`src/rtl/clock_divider_pkg.sv`:
```
// -----------------------------------------------------------------------------
// clock_divider_pkg
// Shared constants and helpers for the clock divider. The default
// frequencies are also reused by the traffic controller.
// -----------------------------------------------------------------------------
package clock_divider_pkg;

  localparam int CLK_HZ_DEFAULT = 50_000_000;
  localparam int OUT_HZ_DEFAULT = 1;

  // Counter width for a half period of 'half' clk cycles. A half period of
  // one cycle still needs a one-bit counter so the vector is never empty.
  function automatic int cnt_width(input int half);
    int w;
    w = $clog2(half);
    return (w < 1) ? 1 : w;
  endfunction

endpackage

```
`src/rtl/clock_divider.sv`:
```
// -----------------------------------------------------------------------------
// clock_divider
// Divides clk by 2*HALF, HALF = CLK_HZ / (2*OUT_HZ). A counter runs
// 0..HALF-1; on its terminal count the clkout flop toggles. tick is a
// registered strobe that rises together with clkout.
// Ports:
//   clk    in  : sole clock, rising edge
//   clkout out : divided clock, straight from a flop
//   rst    in  : synchronous active-high reset
//   tick   out : one-clk strobe on the cycle clkout goes 0->1
// -----------------------------------------------------------------------------
module clock_divider
  import clock_divider_pkg::*;
#(
  parameter int CLK_HZ = CLK_HZ_DEFAULT,
  parameter int OUT_HZ = OUT_HZ_DEFAULT
) (
  input  logic clk,
  output logic clkout,
  input  logic rst,
  output logic tick
);

  localparam int HALF  = CLK_HZ / (2 * OUT_HZ);
  localparam int CNT_W = cnt_width(HALF);

  // Output cannot be faster than half the input clock.
  generate
    if (HALF < 1) begin : g_bad_params
      $error("clock_divider: HALF=%0d < 1 (CLK_HZ=%0d OUT_HZ=%0d)", HALF, CLK_HZ, OUT_HZ);
    end
  endgenerate

  localparam logic [CNT_W-1:0] LAST = CNT_W'(HALF - 1);

  logic [CNT_W-1:0] cnt;

  always_ff @(posedge clk) begin
    if (rst) begin
      cnt    <= '0;
      clkout <= 1'b0;
      tick   <= 1'b0;
    end else if (cnt == LAST) begin
      cnt    <= '0;
      clkout <= ~clkout;
      // Toggling from low means this edge is the rising one.
      tick   <= ~clkout;
    end else begin
      cnt    <= cnt + CNT_W'(1);
      tick   <= 1'b0;
    end
  end

endmodule

```
`config.mk`:
```
export PLATFORM = sky130hd
export DESIGN_NAME = clock_divider
export DESIGN_NICKNAME = d
export VERILOG_FILES = /design/src/rtl/clock_divider_pkg.sv /design/src/rtl/clock_divider.sv
export SDC_FILE = /design/constraint.sdc
export NUM_CORES = 1
export LEC_CHECK = 0
export BUFFER_PORTS_ARGS = -buffer_cell sky130_fd_sc_hd__buf_2
export CORE_ASPECT_RATIO = 0.5
export CORE_MARGIN = 2
export CORE_UTILIZATION = 45
export CTS_CLUSTER_DIAMETER = 50
export DETAILED_ROUTE_END_ITERATION = 7
export PLACE_DENSITY = 0.57
export SETUP_SLACK_MARGIN = 0.2
export SLEW_MARGIN = 15
export SYNTH_ARGS = -nofsm -noshare
export SYNTH_HDL_FRONTEND = slang
export SYNTH_SLANG_ARGS = --single-unit
```
`constraint.sdc`:
```
create_clock -name clk -period 2.3 [get_ports clk]
set_clock_uncertainty 0.1 [all_clocks]
set_input_delay 0.23 -clock clk [delete_from_list [all_inputs] [get_ports clk]]
set_output_delay 0.23 -clock clk [all_outputs]
set_load 0.03 [all_outputs]
```
==> results of run 1 <==
## per-layer routing
layer | track usage (%) | vias up | wire [µm]
met2 | 26.29 | 19 | 910
met1 | 24.27 | 457 | 1284
met5 | 0 | - | 0
met3 | 5.947 | 2 | 126
li1 | - | 512 | -
met4 | 2.679 | 0 | 10
## placed cells by master (no fill, tap or decap)
cell	count
buf_4	3
nand4_4	1
and4_1	3
clkbuf_1	1
o31ai_1	6
inv_1	6
or4_1	7
or3_2	1
nand4_1	7
clkbuf_8	3
a31o_2	1
buf_2	3
nor4_1	5
dfxtp_1	27
or3_4	2
nand2_1	6
or3_1	1
nor3_1	3
xor2_1	4
ha_1	1
xnor2_1	11
buf_6	1
nor2_1	20
a21oi_1	9
nand3_2	1
nand3_1	6
o21bai_2	1
o21ai_0	2
nor4b_1	2
## power by group
group / total [µW] / internal (µW) / switching (µW)
Clock: 267 / 124 / 143
Combinational: 19.1 / 7.40 / 11.7
Sequential: 477 / 472 / 5.05
## cells in the mapped netlist
| cell type | count | share of area (%) |
|---|---|---|
| or3_4 | 1 | 0.92 |
| nand2_1 | 6 | 1.8 |
| nand4_1 | 7 | 3.6 |
| clkbuf_1 | 1 | 0.31 |
| o31ai_1 | 6 | 3.7 |
| and4_1 | 3 | 2.1 |
| o21bai_2 | 1 | 0.92 |
| nor3_1 | 3 | 1.2 |
| o21ai_0 | 2 | 0.82 |
| buf_2 | 3 | 1.2 |
| xor2_1 | 4 | 2.9 |
| or3_2 | 1 | 0.61 |
| nand4_4 | 1 | 1.7 |
| nor4b_1 | 2 | 1.4 |
| a21oi_1 | 9 | 3.7 |
| ha_1 | 1 | 1.0 |
| nor4_1 | 5 | 2.6 |
| xnor2_1 | 11 | 7.9 |
| inv_1 | 6 | 1.8 |
| a31o_2 | 1 | 0.72 |
| nand3_2 | 1 | 0.82 |
| nor2_1 | 20 | 6.1 |
| or4_1 | 7 | 4.3 |
| or3_1 | 2 | 1.0 |
| dfxtp_1 | 27 | 44 |
| nand3_1 | 6 | 2.5 |
## state kept, by name, indices dropped and copies added (netlist names)
name,count
clkout,1
cnt,25
tick,1
## worst max-delay path by stage
stage	to	slack (ps)	from	depth (start not counted)
finish	cnt[24]	330	cnt[0]	5
global route	cnt[8]	200	cnt[0]	6
CTS	cnt[24]	240	cnt[0]	5
detailed placement	cnt[24]	260	cnt[0]	5
global placement	cnt[24]	330	cnt[0]	5
floorplan	cnt[24]	320	cnt[0]	6
## area by class of cell
cell class / instances / area [µm²]
clock buffers: 4 / 45.04
well taps: 37 / 46.29
inverters: 6 / 22.52
repair buffers: 7 / 48.80
fillers: 257 / 1237
flip-flops and latches: 27 / 540.5
multi-input cells: 100 / 645.6
## kinds of logic (layout without fill, tap and decap cells)
group	count (synthesis)	in the layout	synth area share (%)
AOI/OAI and AO/OA	19	19	9.826
DFF	27	27	44.22
xor gates and xnor gates	15	15	10.75
buffers and inverters	10	17	3.377
adders and majority gates	1	1	1.023
and+or+nand+nor	65	65	30.81
## worst max-delay path, cell delays in order (launching register included)
cell and delay (ps):
dfxtp_1 400, ha_1 220, nand3_2 110, or3_4 450, or4_1 490, a21oi_1 160
## per-stage QoR
stage	setup WS [ps]	area (µm²)	hold WS (ps)
finish	325.9	1349	47.52
global route	200.3	1349	41.01
CTS	237.4	1340	43.37
detailed placement	264.7	1295	341.2
global placement	332.5	1295	329.8
floorplan	318.5	1222	199.1
==> flow_metrics.env, run 1 <==
export IMPL_outcome="finished clean"
export IMPL_power_total_uw=763.0
export IMPL_drtIter0Drc=73
export IMPL_cts_buffer_depth=2
export IMPL_clk_latency_ps=270
export IMPL_synth_area_um2=1222
export IMPL_fin_crit_ps=1974
export IMPL_fmax_ghz=0.5066
export IMPL_nNetsFinal=148
export IMPL_final_setup_viol_count=0
export IMPL_seq_area_frac_synth_pct=44.22
export IMPL_finalWirelength_um=2331
export IMPL_placed_cells=177
export IMPL_via_count=990
export IMPL_start_util_pct=47.27
export IMPL_ant_nets=0
export IMPL_grt_remaining_overflow=0
export IMPL_p_leak_uw=0.0004111
export IMPL_syn_to_final_growth_pct=10.34
export IMPL_synth_nets=140
export IMPL_finalSetupTns_ps=0
export IMPL_die_width_um=77.71
export IMPL_clkTransAtPathRegs_ps=90
export IMPL_r2r_cells=5
export IMPL_crit_arrival_ps=2080
export IMPL_netlist_instances=137
export IMPL_worst_ep_required_time_ps=2410
export IMPL_dr_pass1_iters=4
export IMPL_wl_per_cell_um=12.88
export IMPL_fin_util_pct=52.15
export IMPL_antennaDiodeCount=0
export IMPL_reg2reg_slack_ps=330
export IMPL_critPathLaunchType="register"
export IMPL_final_max_slew_viol_count=0
export IMPL_synth_cell_type_count=26
export IMPL_hold_path_class="in -> reg"
export IMPL_crit_path_end_kind="register"
export IMPL_crit_fanout=9
export IMPL_die_y_um=40.86
export IMPL_ios=4
export IMPL_core_area_um2=2586
export IMPL_io_buffers=3
export IMPL_antenna_found_initial=0
export IMPL_maxSlewHeadroom_pct=53.75
export IMPL_final_cell_count_no_fill=181
export IMPL_routabilityCongestion=0.7547
export IMPL_r2r_end="cnt[24]"
export IMPL_cts_buffers=3
export IMPL_period_share_pct=85.83
export IMPL_cts_tree="done"
export IMPL_post_route_drc_count=0
export IMPL_htreeDepth=1
export IMPL_p_per_area_nw_per_um2=565.7
export IMPL_vias_per_cell=5.470
export IMPL_post_cts_buffers=0
export IMPL_cts_root_buffer="clkbuf_8"
export IMPL_gr_usage_all_layers_pct=17.30
export IMPL_die_area_um2=3175
export IMPL_final_hold_viol_count=0
export IMPL_grt_pass1_vias=844
export IMPL_hold_end="cnt[4]"
export IMPL_worst_pin_slew_ps=687.4
export IMPL_grt_max_degree=25
export IMPL_dp_hpwl_um=1651
export IMPL_ir_drop_mv=0.3641
export IMPL_cts_sinks=27
export IMPL_synth_warnings=0
export IMPL_cts_resized_gates=0
export IMPL_min_delay_start="rst"
export IMPL_rows=13
export IMPL_holdPathStages=2
export IMPL_cts_hold_buf=0
export IMPL_drv_cap=0
export IMPL_grt_first_pass_wirelength_um=4084
export IMPL_r2r_start="cnt[0]"
export IMPL_rsz0062_at_grt="no"
export IMPL_drive_above_1_share_pct=11.81
export IMPL_path_class="reg -> reg"
export IMPL_ys_ff_latch=27
export IMPL_syn_avg_cell_area_um2=8.923
No activity file was read; power rests on OpenSTA's default activity.
==> run 2, diff against run 1 <==
--- a/config.mk
+++ b/config.mk
@@ -11,7 +11,8 @@
 export CORE_UTILIZATION = 45
 export CTS_CLUSTER_DIAMETER = 50
 export DETAILED_ROUTE_END_ITERATION = 7
-export PLACE_DENSITY = 0.57
+export PLACE_DENSITY = 0.59
+export RECOVER_POWER = 50
 export SETUP_SLACK_MARGIN = 0.2
 export SLEW_MARGIN = 15
 export SYNTH_ARGS = -nofsm -noshare
==> constraint.sdc (replaced) <==
create_clock -name clk -period 1.7 [get_ports clk]
set_clock_uncertainty 0.1 [all_clocks]
set_input_delay 0.17 -clock clk [delete_from_list [all_inputs] [get_ports clk]]
set_output_delay 0.17 -clock clk [all_outputs]
set_load 0.03 [all_outputs]
==> run 2 against run 1 <==
Compared with the run above: the flow now finishes with violations (negative setup slack); final cell count rose by 20%; clock power rose by 38%; first-iteration DRC count decreased by 48%; non-clock buffer count grew 37; utilization is 16 points higher; setup slack got worse by 420 ps; largest cell class unchanged.
==> flow_metrics.env, run 2 (same netlist as run 1, synthesis figures left out) <==
export IMPL_period_share_pct=105.6
export IMPL_holdPathStages=1
export IMPL_largestRegisters="cnt: 25 flops, clkout: 1 flops, tick: 1 flops"
export IMPL_critPathLaunchType="register"
export IMPL_die_width_um=77.71
export IMPL_p_per_area_nw_per_um2=602.0
export IMPL_final_cell_mix="buf_4 (38), nor2_1 (20), dfxtp_2 (12)"
export IMPL_nNetsFinal=185
export IMPL_post_route_drc_count=0
export IMPL_wl_per_cell_um=13.34
export IMPL_die_area_um2=3175
export IMPL_r2r_start="cnt[0]"
export IMPL_core_area_um2=2586
export IMPL_htreeDepth=1
export IMPL_dr_pass1_iters=4
export IMPL_final_hold_viol_count=0
export IMPL_hold_end="tick"
export IMPL_vias_per_cell=5.248
export IMPL_maxSlewHeadroom_pct=76.03
export IMPL_finalSetupTns_ps=-324.2
export IMPL_crit_path_end_kind="register"
export IMPL_fmax_ghz=0.5572
export IMPL_antenna_found_initial=0
export IMPL_fin_area_um2=1770
export IMPL_failed_checks="negative setup slack"
export IMPL_worst_ep_required_time_ps=1770
export IMPL_gr_usage_all_layers_pct=18.59
export IMPL_p_leak_uw=0.0006016
export IMPL_rsz0062_at_grt="yes"
export IMPL_reg2reg_slack_ps=-90
export IMPL_grt_remaining_overflow=0
export IMPL_cts_root_buffer="clkbuf_8"
export IMPL_ant_nets=0
export IMPL_cts_sinks=27
export IMPL_routed_top_layer="met4"
export IMPL_ir_drop_mv=0.3771
export IMPL_outcome="finished, violations left"
export IMPL_routabilityCongestion=0.6966
export IMPL_final_common_cell="buf_4"
export IMPL_final_setup_viol_count=22
export IMPL_min_delay_start="clkout"
export IMPL_rows=13
export IMPL_top_register="cnt"
export IMPL_crit_fanout=3
export IMPL_cts_buffer_depth=2
export IMPL_drive_above_1_share_pct=45.86
export IMPL_drv_cap=0
export IMPL_clkTransAtPathRegs_ps=90
export IMPL_clk_latency_ps=280
export IMPL_grt_max_degree=18
export IMPL_io_buffers=3
export IMPL_hold_path_class="reg -> reg"
export IMPL_ios=4
export IMPL_crit_arrival_ps=1860
export IMPL_route_met2_wl_um=1404
export IMPL_fin_crit_ps=1795
export IMPL_wl_met3_um=58
export IMPL_grt_first_pass_wirelength_um=4326
export IMPL_antennaDiodeCount=0
export IMPL_cts_buffers=3
export IMPL_drtIter0Drc=38
export IMPL_via_count=1144
export IMPL_setup_slack_ps=-94.81
export IMPL_fill_cells=214
export IMPL_grt_pass1_vias=969
export IMPL_die_y_um=40.86
export IMPL_final_max_slew_viol_count=0
export IMPL_start_util_pct=47.27
export IMPL_r2r_cells=6
export IMPL_finalWirelength_um=2909
export IMPL_m1WireLength_um=1422
export IMPL_path_class="reg -> reg"
export IMPL_place_area_um2=1590
export IMPL_r2r_end="clkout"
export IMPL_syn_to_final_growth_pct=44.83
export IMPL_cts_tree="done"
export IMPL_largest_reg_flops=25
export IMPL_worst_pin_slew_ps=361.1
export IMPL_dp_hpwl_um=2006
-- run 2: worst max-delay path by stage --
stage	start	to	slack, ps	depth (start not counted)
4_1_cts	cnt[1]	clkout	-40	5
5_1_grt	cnt[0]	clkout	-130	6
2_1_floorplan	cnt[0]	cnt[24]	-50	6
3_5_place_dp	cnt[8]	clkout	-100	4
6_report	cnt[0]	clkout	-90	6
3_3_place_gp	cnt[8]	clkout	-80	4
-- run 2: area by class of cell --
cell class              instances  area [µm²]  area share (%)
repair buffers                 44       339.1           19.15
flip-flops and latches         27       570.5           32.23
clock buffers                   4       45.04           2.544
well taps                      37       46.29           2.615
inverters                       6       22.52           1.272
multi-input cells             100       747.0           42.19
-- run 2: where the power goes --
group / switching, µW / internal, µW
Clock: 199 / 168
Combinational: 25.3 / 29.2
Sequential: 8.09 / 636
-- run 2: stage by stage --
step | power (µW) | setup slack (ps) | std cells | utilization, % | hold WS [ps]
3_3_place_gp | 706.4 | -76.89 | 206 | 61.49 | 281.3
4_1_cts | 1078 | -43.08 | 214 | 65.65 | 381.0
2_1_floorplan | 687.0 | -53.21 | 137 | - | 135.0
6_report | 1066 | -94.81 | 218 | 68.46 | 395.6
3_5_place_dp | 707.5 | -102.0 | 206 | 61.49 | 282.3
5_1_grt | 1101 | -129.8 | 218 | 68.46 | 416.8
-- run 2: critical path: stages (launching register included) --
cell,delay [ps]
dfxtp_4,380
ha_4,150
nand3_4,70
or4_4,510
buf_4,160
o21ai_0,240
a21oi_2,90
-- run 2: layer usage --
metal / GRT usage, % / vias to the layer above
li1: - / 586
met1: 21.83 / 550
met2: 35.13 / 4
met3: 5.286 / 4
met4: 5.357 / 0
met5: 0 / -
-- run 2: repair_timing --
item | CTS | global route
setup buffers | 3 | 4
hold endpoints to repair | 2 | 0
setup endpoints to repair | 26 | 26
resized for setup | 8 | 13
gates cloned | 0 | 0
pin swaps | 1 | 7
hold buffers | 1 | 0
